**src/rtl/ps2_defs.sv**
```systemverilog
//------------------------------------------------------------------------------
// ps2_defs
// Shared definitions for the PS/2 host transmitter and receiver: FSM state
// encodings, default timing constants (25 MHz app_clk25 domain) and the
// frame length.
//------------------------------------------------------------------------------
`timescale 1ns/1ps
package ps2_defs;

  typedef enum logic [2:0] {
    ST_IDLE    = 3'd0,
    ST_INHIBIT = 3'd1,
    ST_START   = 3'd2,
    ST_BITS    = 3'd3,
    ST_ACK     = 3'd4,
    ST_RECOVER = 3'd5
  } ps2_state_e;

  // 120 us clock-low hold before a host-to-device frame at 25 MHz.
  localparam int unsigned PS2_INHIBIT_CYCLES = 3000;
  // 2 ms maximum gap between device clock falling edges at 25 MHz.
  localparam int unsigned PS2_TIMEOUT_CYCLES = 50000;
  // start + 8 data + parity + stop/ack
  localparam int unsigned PS2_FRAME_BITS     = 11;

  function automatic logic ps2_odd_parity(input logic [7:0] d);
    return ~^d;
  endfunction

endpackage

```
**src/rtl/ps2_sync_edge.sv**
```systemverilog
//------------------------------------------------------------------------------
// ps2_sync_edge
// Two-flop synchronizer for a raw PS/2 pin plus falling-edge detection on
// the synchronized level. Flops reset to 1 (idle bus level).
//
// Ports:
//   app_clk     in   system clock
//   app_arst_n  in   asynchronous active-low reset
//   pin_in      in   raw pin level
//   level       out  synchronized pin level
//   fall        out  one-cycle pulse: synchronized level went 1 -> 0
//------------------------------------------------------------------------------
`timescale 1ns/1ps
module ps2_sync_edge (
  input  logic app_clk,
  input  logic app_arst_n,
  input  logic pin_in,
  output logic level,
  output logic fall
);

  logic sync_p0;
  logic sync_p1;
  logic level_p2;

  always_ff @(posedge app_clk or negedge app_arst_n) begin
    if (!app_arst_n) begin
      sync_p0  <= 1'b1;
      sync_p1  <= 1'b1;
      level_p2 <= 1'b1;
    end else begin
      // p0/p1: metastability chain
      sync_p0  <= pin_in;
      sync_p1  <= sync_p0;
      // p2: previous synchronized value for edge detection
      level_p2 <= sync_p1;
    end
  end

  assign level = sync_p1;
  assign fall  = level_p2 & ~sync_p1;

endmodule

```
**src/rtl/ps2_host_tx.sv**
```systemverilog
//------------------------------------------------------------------------------
// ps2_host_tx
// PS/2 host-to-device command transmitter. Inhibits the bus by holding the
// clock low, presents the start bit, then shifts data bits LSB first,
// odd parity and stop on device clock falling edges, and checks the
// device ACK. Pins are open-collector: oe=1 pulls the line low.
//
// Ports:
//   app_clk      in   25 MHz system clock
//   app_arst_n   in   asynchronous active-low reset
//   tx_data      in   command byte
//   tx_valid     in   request; accepted when tx_valid && tx_ready
//   tx_ready     out  high only in IDLE
//   ps2_clk_in   in   raw PS2_CLK level
//   ps2_data_in  in   raw PS2_DATA level
//   ps2_clk_oe   out  1 = pull PS2_CLK low
//   ps2_data_oe  out  1 = pull PS2_DATA low
//   tx_done      out  one-cycle pulse: device acknowledged the frame
//   tx_err       out  one-cycle pulse: missing ACK or timeout
//   busy         out  high in every state except IDLE
//------------------------------------------------------------------------------
`timescale 1ns/1ps
module ps2_host_tx
  import ps2_defs::*;
#(
  parameter int unsigned INHIBIT_CYCLES = PS2_INHIBIT_CYCLES,
  parameter int unsigned TIMEOUT_CYCLES = PS2_TIMEOUT_CYCLES
) (
  input  logic       app_clk,
  input  logic       app_arst_n,
  input  logic [7:0] tx_data,
  input  logic       tx_valid,
  output logic       tx_ready,
  input  logic       ps2_clk_in,
  input  logic       ps2_data_in,
  output logic       ps2_clk_oe,
  output logic       ps2_data_oe,
  output logic       tx_done,
  output logic       tx_err,
  output logic       busy
);

  localparam logic [15:0] INH_LAST  = 16'(INHIBIT_CYCLES - 1);
  localparam logic [15:0] INH_DATA  = 16'(INHIBIT_CYCLES - 2);
  localparam logic [15:0] TMO_LAST  = 16'(TIMEOUT_CYCLES - 1);
  localparam logic [3:0]  BIT_PAR   = 4'd8;
  localparam logic [3:0]  BIT_STOP  = 4'(PS2_FRAME_BITS - 2);

  ps2_state_e  state;
  logic [15:0] tmo_cnt;
  logic [3:0]  bit_cnt;
  logic        ack_ok;
  logic [7:0]  tx_byte;
  logic        tx_par;

  logic clk_lvl;
  logic clk_fall;
  logic data_lvl;
  // The data line's falling edge plays no part in transmission.
  logic data_fall_unused;

  ps2_sync_edge u_sync_clk (
    .app_clk    (app_clk),
    .app_arst_n (app_arst_n),
    .pin_in     (ps2_clk_in),
    .level      (clk_lvl),
    .fall       (clk_fall)
  );

  ps2_sync_edge u_sync_data (
    .app_clk    (app_clk),
    .app_arst_n (app_arst_n),
    .pin_in     (ps2_data_in),
    .level      (data_lvl),
    .fall       (data_fall_unused)
  );

  logic accept;
  assign accept = (state == ST_IDLE) && tx_valid && tx_ready;

  // Payload latch: data only, no reset needed.
  always_ff @(posedge app_clk) begin
    if (accept) begin
      tx_byte <= tx_data;
      tx_par  <= ps2_odd_parity(tx_data);
    end
  end

  always_ff @(posedge app_clk or negedge app_arst_n) begin
    if (!app_arst_n) begin
      state       <= ST_IDLE;
      tmo_cnt     <= 16'd0;
      bit_cnt     <= 4'd0;
      ack_ok      <= 1'b0;
      tx_ready    <= 1'b0;
      busy        <= 1'b0;
      ps2_clk_oe  <= 1'b0;
      ps2_data_oe <= 1'b0;
      tx_done     <= 1'b0;
      tx_err      <= 1'b0;
    end else begin
      tx_done <= 1'b0;
      tx_err  <= 1'b0;

      case (state)
        ST_IDLE: begin
          tx_ready    <= 1'b1;
          busy        <= 1'b0;
          ps2_clk_oe  <= 1'b0;
          ps2_data_oe <= 1'b0;
          if (accept) begin
            state      <= ST_INHIBIT;
            tx_ready   <= 1'b0;
            busy       <= 1'b1;
            ps2_clk_oe <= 1'b1;
            tmo_cnt    <= 16'd0;
          end
        end

        ST_INHIBIT: begin
          tmo_cnt <= tmo_cnt + 16'd1;
          // Data goes low during the final cycle of the clock hold so the
          // start bit is already on the line when the clock is released.
          if (tmo_cnt == INH_DATA) ps2_data_oe <= 1'b1;
          if (tmo_cnt == INH_LAST) begin
            state       <= ST_START;
            ps2_clk_oe  <= 1'b0;
            ps2_data_oe <= 1'b1;
            tmo_cnt     <= 16'd0;
            bit_cnt     <= 4'd0;
          end
        end

        ST_START, ST_BITS, ST_ACK: begin
          if (clk_fall) tmo_cnt <= 16'd0;
          else          tmo_cnt <= tmo_cnt + 16'd1;

          if (!clk_fall && tmo_cnt == TMO_LAST) begin
            // Device stopped clocking: abandon the frame.
            state       <= ST_IDLE;
            ps2_clk_oe  <= 1'b0;
            ps2_data_oe <= 1'b0;
            busy        <= 1'b0;
            tx_ready    <= 1'b1;
            tx_err      <= 1'b1;
          end else if (state == ST_START) begin
            state <= ST_BITS;
          end else if (clk_fall) begin
            bit_cnt <= bit_cnt + 4'd1;
            if (state == ST_ACK) begin
              ack_ok <= ~data_lvl;
              state  <= ST_RECOVER;
            end else if (bit_cnt < BIT_PAR) begin
              ps2_data_oe <= ~tx_byte[bit_cnt[2:0]];
            end else if (bit_cnt == BIT_PAR) begin
              ps2_data_oe <= ~tx_par;
            end else if (bit_cnt == BIT_STOP) begin
              ps2_data_oe <= 1'b0;
              state       <= ST_ACK;
            end
          end
        end

        ST_RECOVER: begin
          if (clk_lvl && data_lvl) begin
            state    <= ST_IDLE;
            busy     <= 1'b0;
            tx_ready <= 1'b1;
            if (ack_ok) tx_done <= 1'b1;
            else        tx_err  <= 1'b1;
          end
        end

        default: begin
          state       <= ST_IDLE;
          ps2_clk_oe  <= 1'b0;
          ps2_data_oe <= 1'b0;
          busy        <= 1'b0;
        end
      endcase
    end
  end

endmodule

```
**config.mk**
```make
export PLATFORM = sky130hd
export DESIGN_NAME = ps2_host_tx
export DESIGN_NICKNAME = d
export VERILOG_FILES = /design/src/rtl/ps2_defs.sv /design/src/rtl/ps2_sync_edge.sv /design/src/rtl/ps2_host_tx.sv
export SDC_FILE = /design/constraint.sdc
export NUM_CORES = 1
export LEC_CHECK = 0
export BUFFER_PORTS_ARGS = -buffer_cell sky130_fd_sc_hd__buf_2
export CAP_MARGIN = 20
export CORE_MARGIN = 2
export CORE_UTILIZATION = 54
export DETAILED_ROUTE_END_ITERATION = 8
export GPL_TIMING_DRIVEN = 0
export PLACE_DENSITY_LB_ADDON = 0.2
export SYNTH_ARGS = -nofsm -noshare
export SYNTH_HDL_FRONTEND = slang
export SYNTH_SLANG_ARGS = --single-unit
```
**constraint.sdc**
```tcl
create_clock -name app_clk -period 2.6 [get_ports app_clk]
set_clock_uncertainty 0.2 [all_clocks]
set_input_delay 0.39 -clock app_clk [delete_from_list [all_inputs] [get_ports app_clk]]
set_output_delay 0.39 -clock app_clk [all_outputs]
set_load 0.02 [all_outputs]
```
## Word-level counts from Yosys, hierarchy flattened

Cells that the tools add are included.

| operators by class | value |
|---|---|
| add/subtract/negate cells | 2 |
| $lt $le $gt $ge | 2 |
| eq/ne operators | 26 |
| muxes and demuxes | 49 |
| bitwise operators | 9 |
| reduce and logical (&&, ||, !) cells | 19 |

Operator list:

| kind | count |
|---|---|
| $mux W16 | 3 |
| $pmux W16 S3 | 1 |
| $eq A16 B12 Y1 const B | 2 |
| $mux W3 | 10 |
| $mux W1 | 23 |
| $ne A5 B5 Y1 const B | 4 |
| $add A16 B1 Y16 const B | 1 |
| $eq A16 B16 Y1 const B | 1 |
| $mux W4 | 4 |
| $ne A2 B2 Y1 const B | 7 |
| $ne A3 B3 Y1 const B | 4 |
| $pmux W3 S4 | 1 |
| $reduce_and A5 Y1 | 2 |
| $reduce_and A3 Y1 | 3 |
| $eq A4 B4 Y1 const B | 2 |
| $not A1 Y1 | 8 |
| $pmux W1 S4 | 2 |
| $pmux W4 S2 | 1 |
| $reduce_xnor A8 Y1 | 1 |
| $reduce_and A7 Y1 | 1 |
| $eq A3 B2 Y1 const B | 2 |
| $eq A3 B3 Y1 const B | 2 |
| $pmux W1 S3 | 2 |
| $reduce_and A6 Y1 | 1 |
| other kinds (15) | 19 |

| storage, ports and cells | value |
|---|---|
| bits in registers | 44 |
| input bits | 13 |

## Longest topological paths before layout

Gate-level depths: netlist of the first run.

| depth | value |
|---|---|
| depth in word-level cells | 9 |
| gate-level depth with buffers | 8 |

## Modules after synthesis

A second synthesis of the first run with hierarchy kept.

| unflattened totals | value |
|---|---|
| cell total of the unflattened synthesis | 245 |
| area, all modules | 2570.0 sq um |

By module, submodules not included:

| module | instances | cells an instance | area each (sq um) |
|---|---|---|---|
| ps2_host_tx | 1 | 237 | 2384.8 |
| ps2_sync_edge | 2 | 4 | 92.6 |

## Worst setup path before layout of the first run

No wires, ideal clock.

| timing | value |
|---|---|
| path kind | reg2reg |
| start | register tmo_cnt[10] |
| end | register ps2_data_oe |
| setup time | 125 ps |
| arrival | 2344 ps |
| setup slack | -69 ps |
| cell stages (with the launch flop) | 6 |
| clock period less this slack | 2669 ps |
| cells stage by stage | dfrtp_1 > or4b_4 > or4_4 > o31a_1 > a211oi_2 > mux2_2 |

| on the way | value |
|---|---|
| word-level cells in the longest chain between the ends | 4 |

Ends and longest elaborated chain:

| element | RTL line | RTL |
|---|---|---|
| from (decl) | ps2_host_tx.sv:50 | `logic [15:0] tmo_cnt;` |
| from (signal assigned) | ps2_host_tx.sv:121 | `tmo_cnt <= tmo_cnt + 16'd1;` |
| from (signal assigned) | ps2_host_tx.sv:136 | `else tmo_cnt <= tmo_cnt + 16'd1;` |
| $eq A16 B16 Y1 | ps2_host_tx.sv:138 | `if (!clk_fall && tmo_cnt == TMO_LAST) begin` |
| $logic_and A1 B1 Y1 | ps2_host_tx.sv:138 |  |
| $ne A5 B5 Y1 (no line), or another cell as far along | - |  |
| $reduce_and A6 Y1 (no line) / $pmux W1 S3 (equally long branches) | - |  |
| to (signal assigned) | ps2_host_tx.sv:154 | `ps2_data_oe <= ~tx_byte[bit_cnt[2:0]];` |
| to (signal assigned) | ps2_host_tx.sv:156 | `ps2_data_oe <= ~tx_par;` |
| to (decl) | ps2_host_tx.sv:37 | `output logic ps2_data_oe,` |

Several ways; a longest one is shown, not always the timed one.
A chain may end at the register's enable or synchronous reset.

## Worst setup path in the final report of the first run

| timing | value |
|---|---|
| start | register tmo_cnt[5] |
| end | register ps2_data_oe |

The elaborated chain is that of the path after synthesis.

==> results of run 1 <==
## flip-flops by register name, summed over array words and instances, names as in the netlist
register,cells
tmo_cnt,16
tx_byte,8
bit_cnt,4
state,3
ack_ok,1
busy,1
ps2_clk_oe,1
ps2_data_oe,1
tx_done,1
tx_err,1
tx_par,1
tx_ready,1
u_sync_clk.level,1
u_sync_clk.level_p2,1
u_sync_clk.sync_p0,1
u_sync_data.level,1
u_sync_data.sync_p0,1
## cell type report
| type | instances | area, µm² |
|---|---|---|
| Clock buffer | 5 | 68.82 |
| Fill cell | 375 | 1677 |
| Buffer | 11 | 88.84 |
| Clock inverter | 3 | 46.29 |
| Inverter | 12 | 45.04 |
| Timing Repair Buffer | 26 | 175.2 |
| Sequential cell | 44 | 1154 |
| Multi-Input combinational cell | 190 | 1339 |
| Tap cell | 54 | 67.56 |
## stage by stage
stage / setup WS [ns] / area, µm² / hold slack, ns / setup TNS (ns) / power, µW
6_report: -0.04684 / 2984 / 0.07417 / -0.04684 / 2465
5_1_grt: -0.08916 / 2984 / 0.07428 / -0.2490 / 2589
4_1_cts: -0.04477 / 2915 / 0.07744 / -0.04477 / 2405
3_5_place_dp: -0.1913 / 2735 / 0.1472 / -2.244 / 1835
3_3_place_gp: -0.1809 / 2735 / 0.1466 / -2.008 / 1814
2_1_floorplan: -0.003402 / 2577 / -0.1056 / -0.003402 / 1608
## how the worst max path moves through the flow
stage / start / to / slack, ns / cells past startpoint
finish: tmo_cnt[5] / ps2_data_oe / -0.05 / 5
global route: tmo_cnt[15] / ps2_data_oe / -0.09 / 5
CTS: tmo_cnt[15] / ps2_data_oe / -0.04 / 5
detailed placement: tmo_cnt[14] / tmo_cnt[4] / -0.19 / 6
global placement: tmo_cnt[14] / tmo_cnt[3] / -0.18 / 6
floorplan: tmo_cnt[14] / tmo_cnt[9] / -0.003 / 6
## critical path: stages (launching register included)
cell and delay, ns:
dfrtp_1 0.45, or4bb_1 0.52, or4_4 0.54, o31a_1 0.29, a211oi_2 0.23, mux2_4 0.32
## power by group through the flow
| stage | registers, µW | clock network [µW] | logic [µW] |
|---|---|---|---|
| finish | 924 | 556 | 986 |
| global route | 939 | 585 | 1060 |
| CTS | 921 | 556 | 928 |
| detailed placement | 942 | 0 | 894 |
| global placement | 936 | 0 | 879 |
| floorplan | 945 | 0 | 663 |
## per-layer routing
| layer | wire, µm | global-route usage [%] | vias to the layer above |
|---|---|---|---|
| met5 | 0 | 0 | - |
| met4 | 97 | 6.790 | 0 |
| met3 | 416 | 4.006 | 12 |
| met2 | 2788 | 35.15 | 118 |
| met1 | 2758 | 33.48 | 1063 |
| li1 | - | - | 1026 |
## synthesized netlist by cell type, types with 2 or more instances
library cell / instances
and2b_2: 2
nor3_1: 7
and3_1: 3
dfstp_2: 5
o21ai_0: 17
o211ai_1: 3
o2bb2ai_1: 2
a31oi_1: 3
buf_6: 4
mux4_2: 2
o22ai_1: 6
clkbuf_8: 2
nor2_1: 13
dfrtp_1: 30
mux2_2: 2
xnor2_1: 9
inv_1: 12
nand2b_1: 2
xor2_1: 3
nand4_1: 5
nand2_1: 31
o31a_1: 2
nor4_1: 3
a21oi_1: 13
a211oi_1: 5
ha_1: 5
clkbuf_1: 6
nand3_1: 10
o21a_1: 3
a221o_1: 2
o31ai_1: 3
or4bb_1: 2
edfxtp_1: 9
o32a_1: 2
and4_1: 2
## placed cells by master (no fill, tap or decap), drive strengths merged, types with 2 or more instances in the layout
cell type | netlist | layout
a211oi | 6 | 6
a21oi | 13 | 13
a221o | 2 | 2
a31oi | 3 | 3
and2b | 2 | 2
and3 | 4 | 4
and4 | 2 | 2
buf | 4 | 25
clkbuf | 8 | 14
dfrtp | 30 | 30
dfstp | 5 | 5
dlygate4sd3 | 0 | 3
edfxtp | 9 | 9
ha | 5 | 5
inv | 12 | 13
mux2 | 2 | 2
mux4 | 2 | 2
nand2 | 31 | 31
nand2b | 2 | 2
nand3 | 10 | 10
nand4 | 5 | 5
nor2 | 14 | 15
nor3 | 7 | 7
nor4 | 4 | 4
o211ai | 3 | 3
o21a | 3 | 3
o21ai | 17 | 17
o21bai | 2 | 2
o22ai | 6 | 6
o2bb2ai | 2 | 2
o31a | 2 | 2
o31ai | 3 | 3
o32a | 2 | 2
or4bb | 3 | 3
xnor2 | 9 | 9
xor2 | 3 | 3
## cell families (layout without fill, tap and decap cells)
group | Yosys count | count (layout) | share of synthesized area (%)
compound gates | 74 | 74 | 20.05
xor+xnor | 12 | 12 | 4.098
fa+ha+maj | 6 | 6 | 2.829
buf+inv | 24 | 57 | 5.463
flops | 44 | 44 | 44.93
mux | 5 | 5 | 3.024
simple gates | 92 | 93 | 19.61
## repair_timing
action,4_1_cts,5_1_grt
endpoints found under the setup margin,22,16
gates cloned,0,2
hold buffers,3,0
pin swaps,0,4
hold endpoints to repair,21,0
gates resized for setup,4,14
buffers inserted,4,0
==> out/results.ini, run 1 <==
[floorplan]
dieArea_um2 = 5317
num_rows = 25
start_util_pct = 55.03
core_area_um2 = 4661
die-width_um = 72.92
dieHeight_um = 72.92
io_pins = 19

[power]
power_frac_comb_pct = 40.0
powerDensity_nw_per_um2 = 826.1
power.internal_uw = 1539
peakVddDrop_mv = 0.5333
leakage_uw = 0.001244
p_clk_share_pct = 22.5
p_sw_uw = 926.4
seqPwrFrac_pct = 37.5
swShare_pct = 37.58

[sta]
min_period_ns = 2.647
finalHoldViolations = 0
max_freq_mhz = 377.8
setup_ws_ns = -0.04684
post-route-period-util_pct = 101.8
setup_viol = 1
worst_pin_slew_ns = 0.7834
slew_violations = 0
rsz0062_at_grt = yes
slew_headroom_pct = 47.77

[synthesis]
async_flop_share_pct = 79.55
ys_ff_latch = 44
synth_cell_types = 62
yosysTopAreaCell = dfrtp_1
ys_warn_count = 0
yosysSeqAreaShare_pct = 44.93
syn_nets = 275
syn_inst = 257
synth_area_um2 = 2565
synth_edf_count = 9
yosysTopAreaCellShare_pct = 29.27
ys_top_cells_by_area = dfrtp_1 29%, edfxtp_1 11%, dfstp_2 5.1%
avgSynthCellArea_um2 = 9.980
synth_ff_type = dfrtp_1

[final_layout]
drive_gt1_share_pct = 23.71
diodes = 0
fin_util_pct = 64.03
area_delta_synth_final_pct = 16.34
fin_cells = 345
nets = 308

[global_routing]
grt_start_max_net_pins = 36
grt_pass1_vias = 1927
gr-total-overflow = 0
grt_pass1_wl_um = 9321
grt.total_usage_pct = 22.96
antenna_found_initial = 0

[setup_path]
worst_r2r_startpoint = tmo_cnt[5]
worstSetupEndpointType = register
arrival_ns = 2.65
critical_path_class = reg2reg
reg2reg_slack_ns = -0.05
rr_worst_depth = 5
critPathRequiredTime_ns = 2.60
critPathMaxFanout = 7
r2r-end = ps2_data_oe
start_kind = register

[min_path]
min_from = tx_data[0]
worstHoldPathType = in2reg
hold_end = tx_byte[0]
worstHoldPathCells = 1

[clocking]
cts_buffers = 5
clk_latency_ns = 0.31
cts_root_buffer = clkbuf_8
cts_tree = yes
clockBufferDepth = 2
cts.sinks = 44
path_clk_slew_ns = 0.10
cts-htree-levels = 2

[placement]
io_buffers = 18
place_congestion = 0.8809
dpl.cell_count = 329
dp_hpwl_um = 4040

[detailed_routing]
drtIter0Drc = 276
via_count = 2219
wire_per_inst_um = 17.57
dr.pass1.iters = 5
vias_per_cell = 6.432
drc = 0
ant_nets = 0
wl_um = 6060

[outcome]
violations = setup timing
status = complete, but fails checks

[run]
cap_viol_max_count = 0

No activity file was read; power rests on OpenSTA's default activity.
==> run 2, diff against run 1 <==
- clock period: 2.6 -> 2.25 ns (I/O delays scaled with it)
==> out/results.ini, run 2 (synthesis gave the netlist of run 1 again) <==
[clocking]
cts_buffers = 5
cts_tree = yes
cts.sinks = 44
path_clk_slew_ns = 0.10
cts_root_buffer = clkbuf_8
clockBufferDepth = 2
cts-htree-levels = 2
clk_latency_ns = 0.31

[setup_path]
crit_end = ps2_data_oe
worst_r2r_startpoint = tmo_cnt[15]
critPathRequiredTime_ns = 2.25
rr_worst_depth = 5
startpoint = tmo_cnt[15]
start_kind = register
arrival_ns = 2.67
reg2reg_slack_ns = -0.42
critPathMaxFanout = 4
r2r-end = ps2_data_oe
worstSetupEndpointType = register
critical_path_class = reg2reg

[sta]
finalHoldViolations = 0
setup_viol = 27
rsz0062_at_grt = yes
slew_headroom_pct = 47.92
finalSetupTns_ns = -6.249
setup_ws_ns = -0.4215
worst_pin_slew_ns = 0.7812
min_period_ns = 2.672
post-route-period-util_pct = 118.7
max_freq_mhz = 374.3
slew_violations = 0

[min_path]
min_from = tx_data[6]
worstHoldPathCells = 1
worstHoldPathType = in2reg

[global_routing]
grt_pass1_wl_um = 9963
antenna_found_initial = 0
grt_start_max_net_pins = 36
grt_pass1_vias = 2018
grt.total_usage_pct = 24.62
gr-total-overflow = 0

[final_layout]
diodes = 0
final_common_cell = nand2_1
top_regs = tmo_cnt (16), tx_byte (8), bit_cnt (4)
fill_cells = 341
drive_gt1_share_pct = 30.00
fin_cells = 354
regArea_um2 = 1155
area_delta_synth_final_pct = 22.44
nets = 317
final_area_um2 = 3141
multi_input_area_um2 = 1416
top_register = tmo_cnt
final_cell_mix = 29 x nand2_1, 28 x dfrtp_1, 18 x buf_2
largest_reg_flops = 16

[floorplan]
dieHeight_um = 72.92
die-width_um = 72.92
core_area_um2 = 4661
io_pins = 19
dieArea_um2 = 5317
num_rows = 25
start_util_pct = 55.03

[power]
peakVddDrop_mv = 0.6353
power.internal_uw = 1730
seqPwrFrac_pct = 38.1
power_frac_comb_pct = 43.1
p_sw_uw = 1091
swShare_pct = 38.68
p_clk_share_pct = 18.8
leakage_uw = 0.001315
powerDensity_nw_per_um2 = 898.3

[detailed_routing]
wl_um = 6003
drc = 0
dr.pass1.iters = 7
drtIter0Drc = 298
via_count = 2184
vias_per_cell = 6.169
wire_per_inst_um = 16.96
ant_nets = 0

[outcome]
violations = setup timing
status = complete, but fails checks

[placement]
dpl_cell_area_um2 = 2754
place_congestion = 0.8746
dpl.cell_count = 329
io_buffers = 18
dp_hpwl_um = 3922

[run]
cap_viol_max_count = 0

run 2: cell count changes in the layout (fill, tap and decap cells not counted), moves of 2 or more:
cell,before,now
nor3_1,7,5
o21ai_2,0,2
nor3_2,0,2
a211oi_2,1,3
buf_4,4,8
o21ai_1,4,1
o22ai_1,6,4
a211oi_1,5,3
o22ai_2,0,2
buf_6,2,6
run 2: layout make-up:
type	count	area share, %
flip-flops and latches	44	36.77
plain buffers	11	2.869
repair buffers	35	8.685
clock buffers	5	2.191
multi-input cells	190	45.10
clock inverters	3	0.7968
well taps	54	2.151
inverters	12	1.434
run 2: stage by stage:
| step | total power [µW] | util (%) | setup slack, ns | hold WS, ns |
|---|---|---|---|---|
| floorplan | 1873 | - | -0.3534 | -0.1581 |
| global placement | 2114 | 59.09 | -0.5491 | 0.1483 |
| detailed placement | 2125 | 59.09 | -0.5575 | 0.1496 |
| CTS | 2793 | 66.44 | -0.4020 | 0.02164 |
| global route | 3018 | 67.38 | -0.4371 | 0.02690 |
| finish | 2821 | 67.38 | -0.4215 | 0.02982 |
run 2: repair_timing:
item	in CTS	in global routing
endpoints found under the setup margin	27	28
cloned	2	0
endpoints found under the hold margin	32	0
resized for setup	24	8
buffers inserted	11	2
hold buffers	3	0
pin swaps	17	7
run 2: power by group through the flow:
| stage | clock network (µW) | logic [µW] | registers, µW |
|---|---|---|---|
| detailed placement | 0 | 1040 | 1080 |
| finish | 530 | 1220 | 1080 |
| global placement | 0 | 1030 | 1080 |
| CTS | 543 | 1180 | 1070 |
| floorplan | 0 | 780 | 1090 |
| global route | 582 | 1340 | 1100 |
run 2: metal layers:
layer,vias to the layer above,global-route usage (%),wire (µm),part of all wire (%)
met1,1021,37.42,2732,46
met2,102,35.15,2703,45
met3,14,3.591,420,7.0
li1,1047,-,-,-
met4,0,10.08,147,2.4
met5,-,0,0,0
run 2: how the worst min path moves through the flow:
stage | end | slack (ns)
floorplan | ack_ok | -0.16
global placement | u_sync_clk.level | 0.15
detailed placement | u_sync_data.level | 0.15
CTS | tx_byte[6] | 0.02
global route | tx_byte[5] | 0.03
finish | tx_byte[6] | 0.03
run 2: worst max-delay path: stages (launching register included):
cell and delay (ns):
dfrtp_1 0.40, or4bb_4 0.53, or4_4 0.58, o31a_1 0.29
a211oi_2 0.23, mux2_4 0.32
==> run 3, diff against run 2 <==
- SKIP_CTS_REPAIR_TIMING: not set -> 1
==> out/results.ini, run 3 (synthesis gave the netlist of run 1 again) <==
[outcome]
status = complete, but fails checks
violations = setup timing

[sta]
rsz0062_at_grt = yes
worst_pin_slew_ns = 0.7728
min_period_ns = 2.700
setup_ws_ns = -0.4504
max_freq_mhz = 370.3
post-route-period-util_pct = 120.0
finalHoldViolations = 0
setup_viol = 27
slew_headroom_pct = 48.48
slew_violations = 0

[final_layout]
diodes = 0
final_common_cell = nand2_1
nets = 319
fin_util_pct = 67.36
top_register = tmo_cnt
top_regs = tmo_cnt (16), tx_byte (8), bit_cnt (4)
final_cell_mix = 30 x nand2_1, 26 x dfrtp_1, 18 x buf_2
largest_reg_flops = 16
area_delta_synth_final_pct = 22.39
drive_gt1_share_pct = 29.47

[setup_path]
crit_chain = or4bb_4 > or4_4 > o31a_1 > a211oi_2 > mux2_4
critPathRequiredTime_ns = 2.25
critical_path_class = reg2reg
rr_worst_depth = 5
critPathBufInv = 0
worstSetupEndpointType = register
crit_path_max_incr_delay_ns = 0.58
start_kind = register
cp_slowest_cell = or4_4
critPathMaxFanout = 4
cp.depth = 5
cp_top_family = simple AND/OR/NAND/NOR gates
arrival_ns = 2.70

[placement]
io_buffers = 18
dp_hpwl_um = 3922
place_congestion = 0.8746

[power]
powerDensity_nw_per_um2 = 891.4
swShare_pct = 39.02
power_frac_comb_pct = 42.6
leakage_uw = 0.001333
total_power_uw = 2798
p_clk_share_pct = 18.9
power.internal_uw = 1706
peakVddDrop_mv = 0.6239
seqPwrFrac_pct = 38.4
p_sw_uw = 1092

[global_routing]
grt.total_usage_pct = 22.86
antenna_found_initial = 0
grt_pass1_vias = 1856
grt_start_max_net_pins = 36
grt_pass1_wl_um = 9218
gr-total-overflow = 0

[clocking]
cts_buffers = 5
path_clk_slew_ns = 0.10
cts.sinks = 44
cts_tree = yes
cts_root_buffer = clkbuf_8
cts-htree-levels = 2
clk_latency_ns = 0.31
clockBufferDepth = 2

[floorplan]
dieArea_um2 = 5317
dieHeight_um = 72.92
core_area_um2 = 4661
die-width_um = 72.92
start_util_pct = 55.03
io_pins = 19
num_rows = 25

[run]
cap_viol_max_count = 0

[detailed_routing]
via_count = 2184
wire_per_inst_um = 16.94
ant_nets = 0
drtIter0Drc = 221
vias_per_cell = 6.135
drc = 0
dr.pass1.iters = 5
wl_um = 6032

[min_path]
worstHoldPathCells = 1
worstHoldPathType = in2reg

## run 3: cell type report
type                    instances  area (µm²)
clock inverters                 3       25.02
fillers                       352        1521
clock buffers                   5       68.82
plain buffers                  11       88.84
inverters                      12       45.04
repair buffers                 36       264.0
multi-input cells             191        1423
well taps                      54       67.56
flip-flops and latches         44        1157
## run 3: final timing paths
| path | slack, ns | endpoint | from |
|---|---|---|---|
| min in group asynchronous | 0.44 | ps2_clk_oe | app_arst_n |
| hold reg to reg | 0.16 | u_sync_data.level | u_sync_data.sync_p0 |
| hold / removal | 0.03 | tx_byte[6] | tx_data[6] |
| setup reg to reg | -0.45 | ps2_data_oe | tmo_cnt[15] |
| setup / recovery | -0.45 | ps2_data_oe | tmo_cnt[15] |
| max in group asynchronous | 0.85 | tmo_cnt[3] | app_arst_n |
## run 3: worst register-to-register path, delay by kind of cell, from the launching register on
family          cells  cell delay (ns)
mux                 1             0.32
flops               1             0.42
compound gates      2             0.53
simple gates        2             1.11
## run 3: stage by stage
stage	setup WS, ns	TNS [ns]	hold slack [ns]	instances	area (µm²)
detailed placement	-0.5575	-10.69	0.1496	329	2754
global placement	-0.5491	-10.37	0.1483	329	2754
floorplan	-0.3534	-5.669	-0.1581	257	2596
global route	-0.4767	-8.879	0.02705	356	3139
CTS	-0.5959	-11.43	-0.08455	337	2848
finish	-0.4504	-7.490	0.02792	356	3139
## run 3: power by group through the flow
stage | Sequential, µW | Combinational [µW] | Clock, µW
5_1_grt | 1100 | 1310 | 583
4_1_cts | 1070 | 1050 | 543
3_5_place_dp | 1080 | 1040 | 0
6_report | 1080 | 1190 | 530
3_3_place_gp | 1080 | 1030 | 0
2_1_floorplan | 1090 | 780 | 0
## run 3: routing by layer
layer  global-route usage, %  share of wire (%)
met4                   9.671                3.0
met5                       0                  0
met3                   3.591                5.9
met1                   34.65                 47
met2                   32.42                 44
